--- src/rtl/lc4_alu_pkg.sv ---
// Shared LC4 ALU definitions: alu_ctl codes, divider FSM states, counter sizing.
package lc4_alu_pkg;

    localparam logic [15:0] ALU_CTL_DIV = 16'd3;
    localparam logic [15:0] ALU_CTL_MOD = 16'd4;

    typedef enum logic [1:0] {
        IDLE = 2'd0,
        RUN  = 2'd1,
        DONE = 2'd2
    } div_state_t;

    function automatic int cnt_width(input int w);
        return (w <= 1) ? 1 : $clog2(w);
    endfunction

endpackage

--- src/rtl/lc4_div_step.sv ---
// One restoring-division iteration: shift {rem, quo} left, try subtracting the divisor.
module lc4_div_step #(
    parameter int WIDTH = 16
) (
    input  logic [WIDTH:0]   rem_in,
    input  logic [WIDTH-1:0] quo_in,
    input  logic [WIDTH-1:0] divisor,
    output logic [WIDTH:0]   rem_out,
    output logic [WIDTH-1:0] quo_out
);

    logic [WIDTH+1:0] shifted;
    logic [WIDTH+1:0] trial;
    logic             negative;

    // One extra bit above the shifted remainder makes the borrow explicit.
    assign shifted  = {rem_in, quo_in[WIDTH-1]};
    assign trial    = shifted - {2'b00, divisor};
    assign negative = trial[WIDTH+1];

    assign rem_out  = negative ? shifted[WIDTH:0] : trial[WIDTH:0];
    assign quo_out  = {quo_in[WIDTH-2:0], ~negative};

endmodule

--- src/rtl/lc4_div_seq.sv ---
// Multi-cycle LC4 DIV/MOD sequencer (unsigned restoring division, one bit per cycle).
// Optional LC4_DIV_EARLY_EXIT_EN: trivial operands (divisor 0 or dividend < divisor) finish in one cycle.
module lc4_div_seq
    import lc4_alu_pkg::*;
#(
    parameter int WIDTH = 16
) (
    input  logic             clk,
    input  logic             rst_n,
    input  logic             i_in_valid,
    output logic             o_in_ready,
    input  logic [15:0]      i_alu_ctl,
    input  logic [WIDTH-1:0] i_dividend,
    input  logic [WIDTH-1:0] i_divisor,
    input  logic             i_flush,
    output logic             o_out_valid,
    input  logic             i_out_ready,
    output logic [WIDTH-1:0] o_result,
    output logic [WIDTH-1:0] o_quotient,
    output logic [WIDTH-1:0] o_remainder
);

    localparam int CNT_W = cnt_width(WIDTH);

    div_state_t       state_reg, state_next;
    logic [CNT_W-1:0] count_reg;
    logic             is_mod_reg;
    logic [WIDTH-1:0] divisor_reg;
    logic [WIDTH-1:0] quo_reg;
    logic [WIDTH:0]   rem_reg;
    logic [WIDTH-1:0] quo_step;
    logic [WIDTH:0]   rem_step;
    logic             accept;
    logic             finish;
    logic             early;
    logic [WIDTH-1:0] fin_quo;
    logic [WIDTH-1:0] fin_rem;

`ifdef LC4_DIV_EARLY_EXIT_EN
    logic early_reg;
    assign early = early_reg;
`else
    assign early = 1'b0;
`endif

    lc4_div_step #(.WIDTH(WIDTH)) u_step (
        .rem_in  (rem_reg),
        .quo_in  (quo_reg),
        .divisor (divisor_reg),
        .rem_out (rem_step),
        .quo_out (quo_step)
    );

    always_comb begin
        state_next = state_reg;
        accept     = 1'b0;
        finish     = 1'b0;
        case (state_reg)
            IDLE: if (i_in_valid) begin
                state_next = RUN;
                accept     = 1'b1;
            end
            RUN: if (early || count_reg == CNT_W'(WIDTH - 1)) begin
                state_next = DONE;
                finish     = 1'b1;
            end
            DONE: if (i_out_ready) state_next = IDLE;
            default: state_next = IDLE;
        endcase
        if (i_flush) begin
            state_next = IDLE;
            accept     = 1'b0;
            finish     = 1'b0;
        end
    end

    // Final values: LC4 defines x/0 and x%0 as 0; an early exit still holds the dividend in quo_reg.
    always_comb begin
        fin_quo = quo_step;
        fin_rem = rem_step[WIDTH-1:0];
        if (divisor_reg == '0) begin
            fin_quo = '0;
            fin_rem = '0;
        end else if (early) begin
            fin_quo = '0;
            fin_rem = quo_reg;
        end
    end

    always_ff @(posedge clk or negedge rst_n) begin
        if (!rst_n) begin
            state_reg   <= IDLE;
            count_reg   <= '0;
            is_mod_reg  <= 1'b0;
            divisor_reg <= '0;
            quo_reg     <= '0;
            rem_reg     <= '0;
            o_result    <= '0;
            o_quotient  <= '0;
            o_remainder <= '0;
`ifdef LC4_DIV_EARLY_EXIT_EN
            early_reg   <= 1'b0;
`endif
        end else begin
            state_reg <= state_next;
            if (accept) begin
                is_mod_reg  <= (i_alu_ctl == ALU_CTL_MOD);
                divisor_reg <= i_divisor;
                quo_reg     <= i_dividend;
                rem_reg     <= '0;
                count_reg   <= '0;
`ifdef LC4_DIV_EARLY_EXIT_EN
                early_reg   <= (i_divisor == '0) || (i_dividend < i_divisor);
`endif
            end else if (state_reg == RUN && !i_flush) begin
                quo_reg   <= quo_step;
                rem_reg   <= rem_step;
                count_reg <= count_reg + 1'b1;
            end
            if (finish) begin
                o_quotient  <= fin_quo;
                o_remainder <= fin_rem;
                o_result    <= is_mod_reg ? fin_rem : fin_quo;
            end
        end
    end

    assign o_in_ready  = (state_reg == IDLE);
    assign o_out_valid = (state_reg == DONE);

endmodule
--- config.mk ---
export PLATFORM = sky130hd
export DESIGN_NAME = lc4_div_seq
export DESIGN_NICKNAME = d
export VERILOG_FILES = /design/src/rtl/lc4_alu_pkg.sv /design/src/rtl/lc4_div_step.sv /design/src/rtl/lc4_div_seq.sv
export SDC_FILE = /design/constraint.sdc
export NUM_CORES = 1
export LEC_CHECK = 0
export CORE_ASPECT_RATIO = 2
export CORE_MARGIN = 2
export CORE_UTILIZATION = 66
export CTS_BUF_LIST = sky130_fd_sc_hd__clkbuf_2 sky130_fd_sc_hd__clkbuf_4 sky130_fd_sc_hd__clkbuf_8
export CTS_CLUSTER_DIAMETER = 120
export DETAILED_ROUTE_END_ITERATION = 7
export DONT_BUFFER_PORTS = 1
export PLACE_DENSITY = 0.89
export SYNTH_ARGS = -nofsm -noshare
export SYNTH_HDL_FRONTEND = slang
export SYNTH_SLANG_ARGS = --single-unit
--- constraint.sdc ---
create_clock -name clk -period 3.3 [get_ports clk]
set_input_delay 0.165 -clock clk [delete_from_list [all_inputs] [get_ports clk]]
set_output_delay 0.165 -clock clk [all_outputs]
set_load 0.05 [all_outputs]
==> metrics.md, run 1 <==
| Metric | Value |
|---|---|
| Hold WC Path Type | `in2reg` |
| Vias in the first global route | `4382` |
| Share of cells above drive strength 1 | `0.07692` |
| CP startpoint | `rem_reg[9]` |
| Gate power share | `0.447` |
| DIE HEIGHT | `128.7 um` |
| Max reg flops | `17` |
| ANT cells | `0` |
| PortBufs | `0` |
| Wirelength per Cell | `19.98 um` |
| R2R Path Start | `rem_reg[9]` |
| WL met2 | `6962 um` |
| Overall Global Routing Usage | `0.3347` |
| CP dominant cell by count | `buf_4` |
| Residual DRC | `0` |
| Syn_nets | `598` |
| Ports | `103` |
| Via count | `4317` |
| Number of max-cap violations | `0` |
| Core area | `0.007545 sq mm` |
| Final setup viols | `0` |
| Yosys reg bits | `104` |
| CTS root buf | `clkbuf_8` |
| Reg-to-reg slack, setup | `0.25 ns` |
| CTS Buf Count | `9` |
| Post-Syn Area | `0.005127 sq mm` |
| Clock Latency Late Sink | `0.38 ns` |
| H-tree depth | `3` |
| Slew @ Worst Pin | `0.9930 ns` |
| HP Start | `i_in_valid` |
| Internal | `2615 uW` |
| Clk pwr share | `0.180` |
| Post-synth EDFFs | `0` |
| Syn-to-layout area delta | `14.81%` |
| Sequential cell area fraction in the yosys report | `0.5076` |
| Max Transition Viols Final | `0` |
| Final nets | `638` |
| Highest routing layer actually used | `met4` |
| Most common cell in the synthesized netlist | `dfrtp_1` |
| CP peak stage delay | `0.43 ns` |
| Number of DRC markers in iteration 0 | `574` |
| CP Class | `reg2reg` |
| Worst Path Required | `3.54 ns` |
| Async S/R FF share, synth | `1.000` |
| Synth top cells by count | `104 x dfrtp_1, 98 x nand2_1, 40 x o21ai_1` |
| Post-synthesis average cell area | `9.729 sq um` |
| Worst-path clk slew | `0.10 ns` |
| Post-layout power | `4380 uW` |
| Critical Path Source Type | `flip-flop` |
| LEAKAGE | `0.002694 uW` |
| Max Clk Rate | `0.3284 GHz` |
| Die area | `0.008533 sq mm` |
| Crit path time final | `3.045 ns` |
| RD Place Congestion | `0.9680` |
| Crit-path slowest cell | `dfrtp_1` |
| Sw Share | `0.4030` |
| Vias per cell | `6.482` |
| Largest net degree at the start of global routing | `105` |
| Fin crit share | `0.9228` |
| Chip width | `66.33 um` |
| Worst EP arrival | `3.29 ns` |
| CTS tree | `built` |
| CTS Sinks | `104` |
| Post-Route WL | `13310 um` |
| Main synth FF type | `dfrtp_1` |
| Wl on met1 | `4864 um` |
| Unique masters post-synth | `54` |
| Syn. warnings | `0` |
| Critical-path cell list | `ha_1 > buf_4 > a21oi_1 > o211ai_1 > a311oi_2 > o211a_1 > xnor2_4 > buf_4 > mux2i_1 > o21ai_1` |
| PwrDens | `744.1 mW/mm^2` |
| Met3 Wirelength | `810 um` |
| Crit. End Element | `flip-flop` |
| Clock Tree Buf Depth | `2` |
| Synth area leader | `dfrtp_1` |
| Cell Count Post-Placement | `608` |
| Initial antenna violation count | `0` |
| HPWL Detailed | `9328 um` |
| Hold Vio Cnt, Final | `0` |
| Pre-Repair DR Iteration Count | `5` |
| Setup TNS | `0 ns` |
| Site Rows | `45` |
| Crit path max fanout | `13` |
| Synth area leaders | `dfrtp_1 51%, nand2_1 7.2%, ha_1 4.1%` |
| Sequential power share | `0.373` |
| Gate Count Post-Synth | `527` |
| Final ANT Viol Nets | `0` |
| P_sw | `1765 uW` |
| Non-Filler Instances | `666` |
| Worst Skew | `0.01006 ns` |
| Max IR drop VDD | `0.0004488 V` |
| GR Overflow Total | `0` |
| Status | `completed` |
| First-pass GRT wire length | `21510 um` |
| Initial core utilization | `0.6796` |
| Fin Hold WS | `0.1399 ns` |
| RSZ-0062 raised after global routing | `false` |
| Synth top area share | `0.5076` |
| Slew headroom | `0.3366` |
==> worst paths after layout <==
kind                                       end  cells past startpoint
worst min register to register     quo_reg[15]                      2
max in group asynchronous           quo_reg[9]                      2
worst max-delay path                rem_reg[4]                     10
min in group asynchronous       o_remainder[1]                      2
worst max register to register      rem_reg[4]                     10
worst min-delay path              state_reg[0]                      2
==> cells by family after synthesis <==
group,synth area share
AND/OR/NAND/NOR,0.1457
AO/OA/AOI/OAI,0.2040
flip-flops,0.5076
buffers and inverters,0.03904
adder cells (fa/ha/maj),0.04539
XOR/XNOR,0.02879
multiplexers,0.02953
==> repair_timing <==
action	CTS	global route
setup buffers	0	3
gates resized for setup	0	2
setup endpoints to repair	0	30
hold endpoints to repair	138	0
hold buffers	39	0
==> layout make-up <==
| cell class | instances | area [sq um] |
|---|---|---|
| timing repair buffer | 56 | 535.5 |
| sequential | 104 | 2603 |
| clock inverter | 3 | 25.02 |
| clock buffer | 13 | 172.7 |
| tap | 94 | 117.6 |
| inverter | 22 | 82.58 |
| multi-input combinational | 374 | 2351 |
| fill | 476 | 1658 |
==> power by group through the flow <==
stage	registers (uW)	clock network, uW	logic (uW)
after CTS	1620	788	1840
after global routing	1660	837	2170
after floorplan	1580	0	1410
after detailed placement	1650	0	1770
after global placement	1640	0	1710
final	1630	789	1960
==> per-layer routing <==
layer | vias to the layer above | global-route usage
met2 | 205 | 0.5535
met4 | 0 | 0.2017
met5 | - | 0
met3 | 49 | 0.06818
li1 | 1967 | -
met1 | 2096 | 0.3924
==> through the flow <==
step | setup slack [ns] | utilization | instance area [sq um]
finish | 0.2548 | 0.7803 | 5887
global route | 0.07364 | 0.7803 | 5887
CTS | 0.04004 | 0.7750 | 5847
detailed placement | 0.02240 | 0.6947 | 5241
global placement | 0.1672 | 0.6947 | 5241
floorplan | 0.6842 | - | 5127
==> placed cells by master, fill, tap and decap left out, drive strengths merged, types with 3 or more instances in the layout <==
cell type and instances:
a21oi 15, dlygate4sd3 38, nor2 23, nand4 4, xor2 11, a22o 19
nand2b 5, a22oi 28, o21a 3, nand3b 3, nand2 98, dfrtp 104
nand3 6, o21ai 70, mux2i 14, buf 18, nor2b 4, ha 17
nor4 10, a32oi 3, xnor2 5, clkbuf 13, inv 22, a211oi 3
==> worst max-delay path, delay by kind of cell (launching register included) <==
family,cells,cell delay [ns]
fa+ha+maj,1,0.31
compound gates,5,1.23
flops,1,0.43
buf+inv,2,0.41
xor+xnor,1,0.16
mux,1,0.36
No activity file was read; power rests on OpenSTA's default activity.
==> run 2, diff against run 1 <==
--- a/config.mk
+++ b/config.mk
@@ -5,10 +5,10 @@
 export SDC_FILE = /design/constraint.sdc
 export NUM_CORES = 1
 export LEC_CHECK = 0
-export CORE_ASPECT_RATIO = 2
+export CORE_ASPECT_RATIO = 0.6
 export CORE_MARGIN = 2
 export CORE_UTILIZATION = 66
-export CTS_BUF_LIST = sky130_fd_sc_hd__clkbuf_2 sky130_fd_sc_hd__clkbuf_4 sky130_fd_sc_hd__clkbuf_8
+export CTS_BUF_LIST = sky130_fd_sc_hd__clkbuf_8
 export CTS_CLUSTER_DIAMETER = 120
 export DETAILED_ROUTE_END_ITERATION = 7
 export DONT_BUFFER_PORTS = 1
==> run 2 against run 1 <==
Against the previous run:
- largest power group unchanged
- clock-buffer cell count shrank 2
- sequential share of layout area is 0.11 points lower
- clock skew about the same
- largest cell class unchanged
- fmax rose by 1.2%
- routed wire length is 8.3% higher
- die area fell by 0.23%
- design area up 0.25%
==> metrics.md, run 2 (synthesis gave the netlist of run 1 again) <==
| Metric | Value |
|---|---|
| Worst Path Required | `3.54 ns` |
| HP Start | `i_alu_ctl[14]` |
| Reg-to-reg slack, setup | `0.29 ns` |
| CTS Buf Count | `9` |
| Crit. End Element | `flip-flop` |
| ANT cells | `0` |
| HPWL Detailed | `9719 um` |
| Max reg flops | `17` |
| Share of cells above drive strength 1 | `0.07895` |
| Number of DRC markers in iteration 0 | `588` |
| Max Clk Rate | `0.3324 GHz` |
| Ports | `103` |
| Fin crit share | `0.9117` |
| Crit path max fanout | `13` |
| Worst EP arrival | `3.25 ns` |
| Post-DP Area | `0.005299 sq mm` |
| Most common cell after layout, fill and taps aside | `dfrtp_1` |
| Post-Route WL | `14420 um` |
| Sw Share | `0.4099` |
| Clock Tree Buf Depth | `2` |
| Initial core utilization | `0.6941` |
| Initial antenna violation count | `0` |
| Via count | `4511` |
| Max IR drop VDD | `0.0003921 V` |
| Setup TNS | `0 ns` |
| Vias in the first global route | `4399` |
| RSZ-0062 raised after global routing | `false` |
| Overall Global Routing Usage | `0.3574` |
| CP Class | `reg2reg` |
| RD Place Congestion | `0.8863` |
| Internal | `2676 uW` |
| PwrDens | `768.5 mW/mm^2` |
| Chip width | `117.8 um` |
| Core area | `0.007387 sq mm` |
| CTS Sinks | `104` |
| LEAKAGE | `0.002694 uW` |
| R2R Path Start | `divisor_reg[13]` |
| Max Transition Viols Final | `0` |
| First-pass GRT wire length | `23190 um` |
| Clock Latency Late Sink | `0.38 ns` |
| Residual DRC | `0` |
| Hold WC Path Type | `in2reg` |
| Status | `completed` |
| Critical-path cell list | `inv_1 > ha_1 > nand3_1 > nor4_2 > or3b_1 > o211a_1 > xnor2_4 > buf_12 > mux2i_1 > o21ai_1` |
| FF/Latch Area | `0.002603 sq mm` |
| Crit path time final | `3.009 ns` |
| Slew @ Worst Pin | `1.140 ns` |
| Final nets | `636` |
| Cell Count Post-Placement | `622` |
| Syn-to-layout area delta | `15.10%` |
| CTS tree | `built` |
| Footprint of the multi-input gates | `0.002347 sq mm` |
| Sequential power share | `0.363` |
| Post-CTS setup buffers | `0` |
| Crit-path slowest cell | `or3b_1` |
| Final setup viols | `0` |
| Worst Skew | `0.01025 ns` |
| Final core area utilization | `0.7990` |
| Post-route cell area | `0.005902 sq mm` |
| DIE HEIGHT | `72.28 um` |
| Site Rows | `24` |
| Die area | `0.008513 sq mm` |
| Fin Hold WS | `0.01221 ns` |
| CP peak stage delay | `0.38 ns` |
| GR Overflow Total | `0` |
| Non-Filler Instances | `674` |
| Capture point of the worst reg-to-reg path | `rem_reg[7]` |
| Pre-Repair DR Iteration Count | `5` |
| FILL cells | `484` |
| H-tree depth | `3` |
| Largest net degree at the start of global routing | `105` |
| Number of max-cap violations | `0` |
| PortBufs | `0` |
| Critical Path Source Type | `flip-flop` |
| Gate power share | `0.450` |
| Slew headroom | `0.2369` |
| Final ANT Viol Nets | `0` |
| CTS root buf | `clkbuf_8` |
| Worst-path clk slew | `0.10 ns` |
| Vias per cell | `6.693` |
| Hold Vio Cnt, Final | `0` |
| Most frequent cells in the layout | `104 x dfrtp_1, 98 x nand2_1, 40 x o21ai_1` |
| Wirelength per Cell | `21.39 um` |
| Worst R2R Path Depth | `10` |
| Clk pwr share | `0.187` |
| P_sw | `1859 uW` |
| CP startpoint | `divisor_reg[13]` |
| Crit path to | `rem_reg[7]` |
run 2: final cells by class:
class / instances / area share
flip-flops and latches: 104 / 0.4410
multi-input cells: 374 / 0.3977
repair buffers: 54 / 0.08904
clock buffers: 11 / 0.02565
well taps: 104 / 0.02205
inverters: 22 / 0.01399
clock inverters: 5 / 0.01060
run 2: power by group through the flow:
stage | combinational (uW) | sequential (uW) | clock (uW)
after floorplan | 1410 | 1580 | 0
after global routing | 2210 | 1670 | 895
after global placement | 1810 | 1640 | 0
final | 2040 | 1650 | 847
after detailed placement | 1890 | 1650 | 0
after CTS | 1960 | 1630 | 840
run 2: repair_timing:
item	CTS	global route
endpoints found under the setup margin	0	18
endpoints found under the hold margin	137	0
resized for setup	0	1
hold buffers	36	0
run 2: layer usage:
layer / GRT usage / wire length, um
met1: 0.4915 / 5747
met2: 0.5530 / 6603
met3: 0.1116 / 1731
met4: 0.1191 / 334
met5: 0 / 0
run 2: metrics by stage:
| stage | total power [uW] | setup WS [ns] |
|---|---|---|
| 6_report | 4535 | 0.2914 |
| 5_1_grt | 4770 | 0.08354 |
| 4_1_cts | 4430 | 0.1371 |
| 3_5_place_dp | 3535 | 0.1521 |
| 3_3_place_gp | 3458 | 0.3065 |
| 2_1_floorplan | 2990 | 0.6842 |
run 2: worst max-delay path: cells and delay by family (launching register included):
family	cells	cell delay [ns]
xor gates and xnor gates	1	0.37
buffers and inverters	2	0.28
adders and majority gates	1	0.30
AOI/OAI and AO/OA	2	0.38
muxes	1	0.34
and+or+nand+nor	3	0.82
DFF	1	0.37
run 2: worst min path at each step:
stage	slack, ns	end	cells after the start
floorplan	-0.13	count_reg[0]	0
global placement	-0.13	divisor_reg[4]	0
detailed placement	-0.13	divisor_reg[3]	0
CTS	0.009	is_mod_reg	3
global route	0.04	is_mod_reg	3
finish	0.01	is_mod_reg	3
